`src/rtl/qdiv_sched.sv`:
```
// Round-robin front end that shares one sign-magnitude fixed-point divider
// among four requesters, with divide-by-zero bypass and divider timeouts.
module qdiv_sched #(
    parameter int N    = 32,
    parameter int Q    = 15,
    parameter int NREQ = 4
) (
    input  logic              clk,
    input  logic              rst,
    input  logic [NREQ-1:0]   req_valid,
    output logic [NREQ-1:0]   req_ready,
    input  logic [NREQ*N-1:0] req_dividend,
    input  logic [NREQ*N-1:0] req_divisor,
    output logic              rsp_valid,
    input  logic              rsp_ready,
    output logic [1:0]        rsp_id,
    output logic [N-1:0]      rsp_quotient,
    output logic              rsp_dz,
    output logic              rsp_err,
    output logic              div_start,
    output logic [N-1:0]      div_dividend,
    output logic [N-1:0]      div_divisor,
    input  logic [N-1:0]      div_quotient,
    input  logic              div_complete,
    output logic              busy
);

    typedef enum logic [2:0] {
        IDLE      = 3'd0,
        ISSUE     = 3'd1,
        WAIT_LOW  = 3'd2,
        WAIT_HIGH = 3'd3,
        RESP      = 3'd4
    } state_t;

    // Long timeout is never allowed to be shorter than a complete divide.
    localparam int          TMO_LONG     = (N + Q + 2 > 64) ? (N + Q + 2) : 64;
    localparam logic [6:0]  TMO_LONG_M1  = 7'(TMO_LONG - 1);
    localparam logic [6:0]  TMO_SHORT_M1 = 7'd1;

    state_t          r_state;
    state_t          w_next;
    logic [1:0]      r_last;
    logic [6:0]      r_tmo;
    logic [N-1:0]    r_dividend;
    logic [N-1:0]    r_divisor;
    logic [1:0]      r_rsp_id;
    logic [N-1:0]    r_rsp_quotient;
    logic            r_rsp_dz;
    logic            r_rsp_err;

    logic [2:0]      w_pick;
    logic [1:0]      w_gidx;
    logic            w_hs;
    logic [N-1:0]    w_sel_dvd;
    logic [N-1:0]    w_sel_dvs;
    logic            w_dz;
    logic            w_div_start;
    logic            w_tmo_err;
    logic [NREQ-1:0] w_grant;

    // Returns {found, index}; the search begins just after the last winner.
    function automatic logic [2:0] rr_pick(input logic [NREQ-1:0] valid, input logic [1:0] last);
        logic [1:0] idx;
        logic [2:0] res;
        res = 3'b000;
        for (int k = 1; k <= NREQ; k++) begin
            idx = last + 2'(k);
            if (!res[2] && valid[idx]) begin
                res = {1'b1, idx};
            end
        end
        return res;
    endfunction

    assign w_pick    = rr_pick(req_valid, r_last);
    assign w_gidx    = w_pick[1:0];
    assign w_hs      = (r_state == IDLE) && !rst && w_pick[2];
    assign w_sel_dvd = req_dividend[w_gidx*N +: N];
    assign w_sel_dvs = req_divisor[w_gidx*N +: N];
    assign w_dz      = (w_sel_dvs[N-2:0] == '0);

    // One-hot grant, only offered while idle and out of reset.
    always_comb begin
        w_grant = '0;
        if (w_hs) begin
            w_grant[w_gidx] = 1'b1;
        end else begin
            w_grant = '0;
        end
    end

    // Next-state and divider handshake decode.
    always_comb begin
        w_next      = r_state;
        w_div_start = 1'b0;
        w_tmo_err   = 1'b0;
        case (r_state)
            IDLE: begin
                if (w_hs) begin
                    w_next = w_dz ? RESP : ISSUE;
                end else begin
                    w_next = IDLE;
                end
            end
            ISSUE: begin
                if (div_complete) begin
                    w_div_start = 1'b1;
                    w_next      = WAIT_LOW;
                end else if (r_tmo == TMO_LONG_M1) begin
                    w_next    = RESP;
                    w_tmo_err = 1'b1;
                end else begin
                    w_next = ISSUE;
                end
            end
            WAIT_LOW: begin
                if (!div_complete) begin
                    w_next = WAIT_HIGH;
                end else if (r_tmo == TMO_SHORT_M1) begin
                    w_next    = RESP;
                    w_tmo_err = 1'b1;
                end else begin
                    w_next = WAIT_LOW;
                end
            end
            WAIT_HIGH: begin
                if (div_complete) begin
                    w_next = RESP;
                end else if (r_tmo == TMO_LONG_M1) begin
                    w_next    = RESP;
                    w_tmo_err = 1'b1;
                end else begin
                    w_next = WAIT_HIGH;
                end
            end
            RESP: begin
                if (rsp_ready) begin
                    w_next = IDLE;
                end else begin
                    w_next = RESP;
                end
            end
            default: begin
                w_next = IDLE;
            end
        endcase
    end

    // State register and per-state timeout counter.
    always_ff @(posedge clk or posedge rst) begin
        if (rst) begin
            r_state <= IDLE;
            r_tmo   <= 7'd0;
        end else begin
            r_state <= w_next;
            if (w_next != r_state) begin
                r_tmo <= 7'd0;
            end else if (r_tmo != 7'h7F) begin
                r_tmo <= r_tmo + 7'd1;
            end
        end
    end

    // Captured job operands and the response held until accepted.
    always_ff @(posedge clk or posedge rst) begin
        if (rst) begin
            r_last         <= 2'(NREQ - 1);
            r_dividend     <= '0;
            r_divisor      <= '0;
            r_rsp_id       <= 2'd0;
            r_rsp_quotient <= '0;
            r_rsp_dz       <= 1'b0;
            r_rsp_err      <= 1'b0;
        end else if (w_hs) begin
            r_last     <= w_gidx;
            r_dividend <= w_sel_dvd;
            r_divisor  <= w_sel_dvs;
            r_rsp_id   <= w_gidx;
            if (w_dz) begin
                r_rsp_quotient <= {w_sel_dvd[N-1] ^ w_sel_dvs[N-1], {(N-1){1'b1}}};
                r_rsp_dz       <= 1'b1;
                r_rsp_err      <= 1'b0;
            end
        end else if (r_state == WAIT_HIGH && div_complete) begin
            r_rsp_quotient <= div_quotient;
            r_rsp_dz       <= 1'b0;
            r_rsp_err      <= 1'b0;
        end else if (w_tmo_err) begin
            r_rsp_quotient <= '0;
            r_rsp_dz       <= 1'b0;
            r_rsp_err      <= 1'b1;
        end
    end

    assign req_ready    = w_grant;
    assign div_start    = w_div_start;
    assign div_dividend = r_dividend;
    assign div_divisor  = r_divisor;
    assign rsp_valid    = (r_state == RESP);
    assign rsp_id       = r_rsp_id;
    assign rsp_quotient = r_rsp_quotient;
    assign rsp_dz       = r_rsp_dz;
    assign rsp_err      = r_rsp_err;
    assign busy         = (r_state != IDLE);

endmodule

```
`config.mk`:
```
export PLATFORM = sky130hd
export DESIGN_NAME = qdiv_sched
export DESIGN_NICKNAME = d
export VERILOG_FILES = /design/src/rtl/qdiv_sched.sv
export SDC_FILE = /design/constraint.sdc
export NUM_CORES = 1
export LEC_CHECK = 0
export CAP_MARGIN = 10
export CORE_AREA = 2 2 159 161
export DETAILED_ROUTE_END_ITERATION = 12
export DIE_AREA = 0 0 161 163
export GPL_TIMING_DRIVEN = 1
export PLACE_DENSITY = 0.71
export SKIP_LAST_GASP = 1
export SYNTH_ARGS = -nofsm -noshare
export SYNTH_HDL_FRONTEND = slang
export SYNTH_SLANG_ARGS = --single-unit
```
`constraint.sdc`:
```
create_clock -name clk -period 5.1 [get_ports clk]
set_clock_uncertainty 0.15 [all_clocks]
set_input_delay 1.53 -clock clk [delete_from_list [all_inputs] [get_ports clk]]
set_output_delay 1.53 -clock clk [all_outputs]
set_load 0.02 [all_outputs]
```
==> results.json, run 1 <==
{
  "outcome": "completed",
  "p_sw_mw": 2.832,
  "ys_warn_count": 0,
  "finalSetupTns_ps": 0,
  "cts_max_level": 3,
  "yosysMostFrequentCell": "nand2_1",
  "drt_iter0_drc": 629,
  "drcViolationCount": 0,
  "maxSlewHeadroom": 0.4521,
  "synth_area_mm2": 0.007597,
  "synth_area_leaders": "dfrtp_1, nand2_1, o311ai_0",
  "grt_usage": 0.2332,
  "hpwlAfterDp_um": 23270,
  "clkTransAtPathRegs_ps": 90,
  "slew_viol_final": 0,
  "rows": 58,
  "period_share": 0.9894,
  "critical_path_class": "in2out",
  "syn_nets": 1231,
  "power_density_mw_per_mm2": 507.2,
  "hold_viol_final": 0,
  "critPathMaxStageDelay_ps": 550,
  "worstReg2RegEnd": "rsp_quotient[31]$_DFFE_PP0P_",
  "ant_nets": 0,
  "switching_share": 0.4540,
  "grt_pass1_vias": 8591,
  "gp_congestion": 0.9163,
  "grt_pass1_wl_um": 47800,
  "syn_inst": 933,
  "min_from": "div_dividend[29]$_DFFE_PP0P_",
  "insertion_delay_ps": 360,
  "synth_edf_count": 0,
  "port_buffers": 402,
  "maxCapViolCount": 0,
  "syn_to_final_growth_pct": 61.89,
  "required_ps": 3420,
  "via_per_inst": 5.409,
  "vias": 8778,
  "pwr-share-comb": 0.616,
  "die_w_um": 161,
  "clock_path_buffers": 2,
  "coreArea_mm2": 0.02467,
  "synth_common_cells": "nand2_1, dfrtp_1, nand3_1",
  "tightest_slew_ps": 821.9,
  "cp-end-kind": "output pin",
  "fin_crit_ps": 5046,
  "critical-path-slowest-cell": "clkdlybuf4s50_1",
  "r2r_start": "r_last[0]$_DFFE_PP1P_",
  "ys_types": 62,
  "hold_class": "reg2reg",
  "cts_buffers": 9,
  "irDropWorstVdd_mv": 0.2748,
  "sequentialPowerShare": 0.260,
  "internal-power_mw": 3.406,
  "p_leak_nw": 5.398,
  "synth-seq-cells": 112,
  "first_pass_iters": 6,
  "die_area_mm2": 0.02624,
  "nets": 1585,
  "drive_above_1_share": 0.08359,
  "die_h_um": 163,
  "antenna_found_initial": 1,
  "yosysSeqAreaShare": 0.3692,
  "setup_viol": 0,
  "grt_start_max_net_pins": 72,
  "crit_arrival_ps": 3370,
  "synth_area_per_cell_um2": 8.143,
  "root_buffer": "clkbuf_16",
  "crit_fanout": 3,
  "whs_path_depth": 2,
  "initial_core_util": 0.3079,
  "hold_end": "div_dividend[29]$_DFFE_PP0P_",
  "wl_per_cell_um": 19.65,
  "grt_overflow": 0,
  "synth_flop_cell": "dfrtp_1",
  "p_clk_frac": 0.124,
  "reg2reg_depth": 12,
  "synth_top_area_share": 0.3623,
  "worstSetupStartpointType": "input port",
  "fin_hold_ws_ps": 329.0,
  "synth-async-reset-ratio": 1.000,
  "yosys.area.top_type": "dfrtp_1",
  "cts_tree": "built",
  "worstPathCellList": "clkdlybuf4s50_1, or2_2, nor3_2, or3_2, nor3_1, clkbuf_2",
  "post_cts_buffers": 0,
  "cts.sinks": 112,
  "ios": 403,
  "routed_wl_um": 31890,
  "clock.fmax_mhz": 198.2,
  "rsz0062_at_grt": "false",
  "r2r_setup_slack_ps": 1080
}
worst max-delay path by stage:
stage	from	endpoint	slack [ps]	cells past startpoint
after floorplan	req_valid[3]	req_ready[0]	50	8
after global placement	req_valid[2]	rsp_quotient[31]$_DFFE_PP0P_	-480	13
after detailed placement	req_valid[2]	rsp_quotient[31]$_DFFE_PP0P_	-530	13
after CTS	req_valid[2]	req_ready[0]	-100	6
after global routing	req_valid[2]	req_ready[1]	5	6
final	req_valid[2]	req_ready[0]	50	6
power groups by stage:
stage,logic [mW],registers (mW),clock network (mW)
2_1_floorplan,1.78,2.04,0
3_3_place_gp,3.79,1.61,0
3_5_place_dp,3.85,1.63,0
4_1_cts,3.86,1.62,0.805
5_1_grt,4.12,1.68,0.835
6_report,3.84,1.62,0.773
cells in the final DEF, fill, tap and decap left out, types with 3 or more instances in the layout:
master           netlist  final
inv_6                  0      3
a21o_1                30     30
nand4_1                7      7
dfrtp_1              110    110
o311ai_0              55     55
buf_12                 3      4
nor3_1                 4      3
mux2i_1                3      3
a2bb2oi_2             30     30
nor2_1                18     17
a21oi_1                6      5
clkdlybuf4s50_1        0    398
inv_1                 63     62
and3_1                32     32
o21ai_0                6      6
nand2_1              248    248
a22oi_1               15     15
o311ai_1               5      5
o2111ai_1             30     30
clkbuf_16              0      9
nand3_1               96     96
o221ai_1              30     30
nor2b_1                4      3
buf_4                  1     29
state kept, by name (all words and copies together) (netlist names):
signal	cells
r_state	3
r_tmo	7
div_divisor	32
rsp_err	1
r_last	2
rsp_quotient	32
div_dividend	32
rsp_id	2
rsp_dz	1
cell type report:
type                       count  area, um^2
antenna                        1       2.502
clock buffer                   9       225.2
clock inverter                 7       95.09
fill                        2415       12370
inverter                      63       239.0
multi-input combinational    664        4167
sequential                   112        2805
tap                          330       412.9
timing repair buffer         437        4353
metal layers:
metal	vias to the layer above	wire length [um]	track usage
met5	-	0	0
met4	0	1117	0.09253
met3	69	2659	0.06112
met2	449	15430	0.3968
met1	4174	12680	0.2820
li1	4086	-	-
through the flow:
step | utilization | power (mW) | instance area (um^2) | setup slack [ps] | std cells
floorplan | - | 3.813 | 7597 | 46.84 | 933
CTS | 0.4985 | 6.287 | 12300 | -103.7 | 1622
global route | 0.4985 | 6.632 | 12300 | 5.403 | 1623
finish | 0.4985 | 6.239 | 12300 | 54.23 | 1623
detailed placement | 0.4837 | 5.479 | 11940 | -527.0 | 1605
global placement | 0.4837 | 5.405 | 11940 | -481.3 | 1605
kinds of logic (layout without fill, tap and decap cells):
| kind of cell | after synthesis | after routing | synth area share |
|---|---|---|---|
| other cells | 0 | 1 | 0 |
| buf+inv | 157 | 516 | 0.09206 |
| flops | 112 | 112 | 0.3692 |
| simple gates | 426 | 426 | 0.2508 |
| mux | 4 | 4 | 0.005435 |
| fa+ha+maj | 2 | 2 | 0.003293 |
| xor+xnor | 4 | 4 | 0.004612 |
| compound gates | 228 | 228 | 0.2745 |
worst max-delay path, delay by kind of cell:
kind,cells,cell delay (ps)
buffers and inverters,2,780
and+or+nand+nor,4,1060
repair_timing:
action	in CTS	in global routing
endpoints found under the setup margin	38	33
gates resized for setup	8	7
cloned	1	0
hold buffers	0	0
No activity file was read; power rests on OpenSTA's default activity.
==> run 2, diff against run 1 <==
Settings changed: CORE_AREA 2 2 159 161 to 2 2 155 157, DIE_AREA 0 0 161 163 to 0 0 157 159, DONT_BUFFER_PORTS set to 1, PLACE_DENSITY 0.71 to 0.51, REMOVE_ABC_BUFFERS set to 1.
==> results.json, run 2 (same netlist as run 1, synthesis figures left out) <==
{
  "ctsHoldBuffers": 0,
  "via_per_inst": 5.832,
  "maxSlewHeadroom": 0.4648,
  "startpoint": "req_valid[3]",
  "hpwlAfterDp_um": 19810,
  "cts_resized": 0,
  "irDropWorstVdd_mv": 0.2382,
  "fin_hold_ws_ps": 398.1,
  "grt_overflow": 0,
  "required_ps": 3420,
  "die_h_um": 159,
  "final_util": 0.3528,
  "crit_fanout": 17,
  "layout_common_cells": "nand2_1, dfrtp_1, nand3_1",
  "gp_congestion": 0.8307,
  "power_density_mw_per_mm2": 636.1,
  "insertion_delay_ps": 350,
  "fin_cells": 1206,
  "cp-end-kind": "output pin",
  "ios": 403,
  "initial_core_util": 0.3276,
  "r2r_start": "r_last[0]$_DFFE_PP1P_",
  "maxCapViolCount": 0,
  "worstSetupStartpointType": "input port",
  "period_share": 0.8799,
  "outcome": "completed",
  "port_buffers": 0,
  "grt_pass1_wl_um": 41520,
  "clock_path_buffers": 2,
  "crit_arrival_ps": 2810,
  "drive_above_1_share": 0.1110,
  "syn_to_final_growth_pct": 7.708,
  "clock.fmax_mhz": 222.9,
  "grt_pass1_vias": 6874,
  "fin_crit_ps": 4487,
  "ant_nets": 0,
  "die_w_um": 157,
  "vias": 7033,
  "drt_iter0_drc": 423,
  "dp.cells": 1186,
  "cp_top_family": "compound AO/OA/AOI/OAI gates",
  "grt_usage": 0.2150,
  "critical_path_class": "in2out",
  "worstReg2RegEnd": "rsp_quotient[30]$_DFFE_PP0P_",
  "cts_max_level": 3,
  "die_area_mm2": 0.02496,
  "post_cts_buffers": 0,
  "setup_viol": 0,
  "rows": 56,
  "nets": 1176,
  "cts_buffers": 9,
  "hold_class": "reg2reg",
  "r2r_setup_slack_ps": 1020,
  "clkTransAtPathRegs_ps": 80,
  "path_depth": 5,
  "cts_tree": "built",
  "tightest_slew_ps": 802.7,
  "crit_end": "req_ready[1]",
  "slew_viol_final": 0,
  "grt_start_max_net_pins": 72,
  "wl_per_cell_um": 22.98,
  "whs_path_depth": 2,
  "worst-path-buf-inv": 1,
  "critical-path-slowest-cell": "o21ba_2",
  "root_buffer": "clkbuf_16",
  "drcViolationCount": 0,
  "reg2reg_depth": 9,
  "min_from": "r_last[1]$_DFFE_PP1P_",
  "routed_wl_um": 27710,
  "first_pass_iters": 5,
  "p_leak_nw": 3.775,
  "coreArea_mm2": 0.02319,
  "cts.sinks": 112,
  "final_common_cell": "nand2_1",
  "hold_viol_final": 0,
  "antenna_found_initial": 4,
  "worstPathCellList": "a21boi_1, o21ba_2, nor2_4, nor3_1, buf_4",
  "rsz0062_at_grt": "false",
  "critPathMaxStageDelay_ps": 480
}
## run 2: how the worst min path moves through the flow
stage	end	slack, ps
finish	r_last[1]$_DFFE_PP1P_	400
global route	r_last[1]$_DFFE_PP1P_	430
CTS	r_last[0]$_DFFE_PP1P_	400
detailed placement	r_last[0]$_DFFE_PP1P_	390
global placement	r_last[1]$_DFFE_PP1P_	380
floorplan	r_last[1]$_DFFE_PP1P_	330
## run 2: area by class of cell
cell class                 count  area (um^2)
clock buffer                   9        225.2
timing repair buffer          28        235.2
clock inverter                 7        100.1
fill                        2476        15010
inverter                      63        239.0
sequential                   112         2805
antenna                        4        10.01
tap                          319        399.1
multi-input combinational    664         4169
## run 2: tightest hold or removal path, stage by stage (launching register included)
cell and delay [ps]:
dfstp_2 430, nand2_1 70, nand2_1 50
## run 2: report_power, final
| part | internal [mW] | total (mW) | leakage, nW | switching [mW] |
|---|---|---|---|---|
| logic | 0.878 | 2.23 | 2.24 | 1.35 |
| registers | 1.31 | 2.19 | 1.38 | 0.886 |
| clock network | 0.399 | 0.783 | 0.158 | 0.384 |
## run 2: per-stage QoR
step / setup slack, ps / setup TNS [ps] / total power [mW] / cell area, um^2
after floorplan: -2043 / -62010 / 3.681 / 7134
after global placement: 371.8 / 0 / 4.446 / 7848
after detailed placement: 314.9 / 0 / 4.476 / 7848
after CTS: 604.3 / 0 / 5.281 / 8173
after global routing: 448.3 / 0 / 5.591 / 8183
final: 612.7 / 0 / 5.205 / 8183
## run 2: routing by layer
| metal | vias to the layer above | track usage | part of all wire | wire length, um |
|---|---|---|---|---|
| li1 | 3263 | - | - | - |
| met1 | 3377 | 0.2609 | 0.40 | 11130 |
| met3 | 50 | 0.05661 | 0.081 | 2248 |
| met5 | - | 0 | 0 | 0 |
| met2 | 343 | 0.3626 | 0.49 | 13440 |
| met4 | 0 | 0.08257 | 0.032 | 888 |
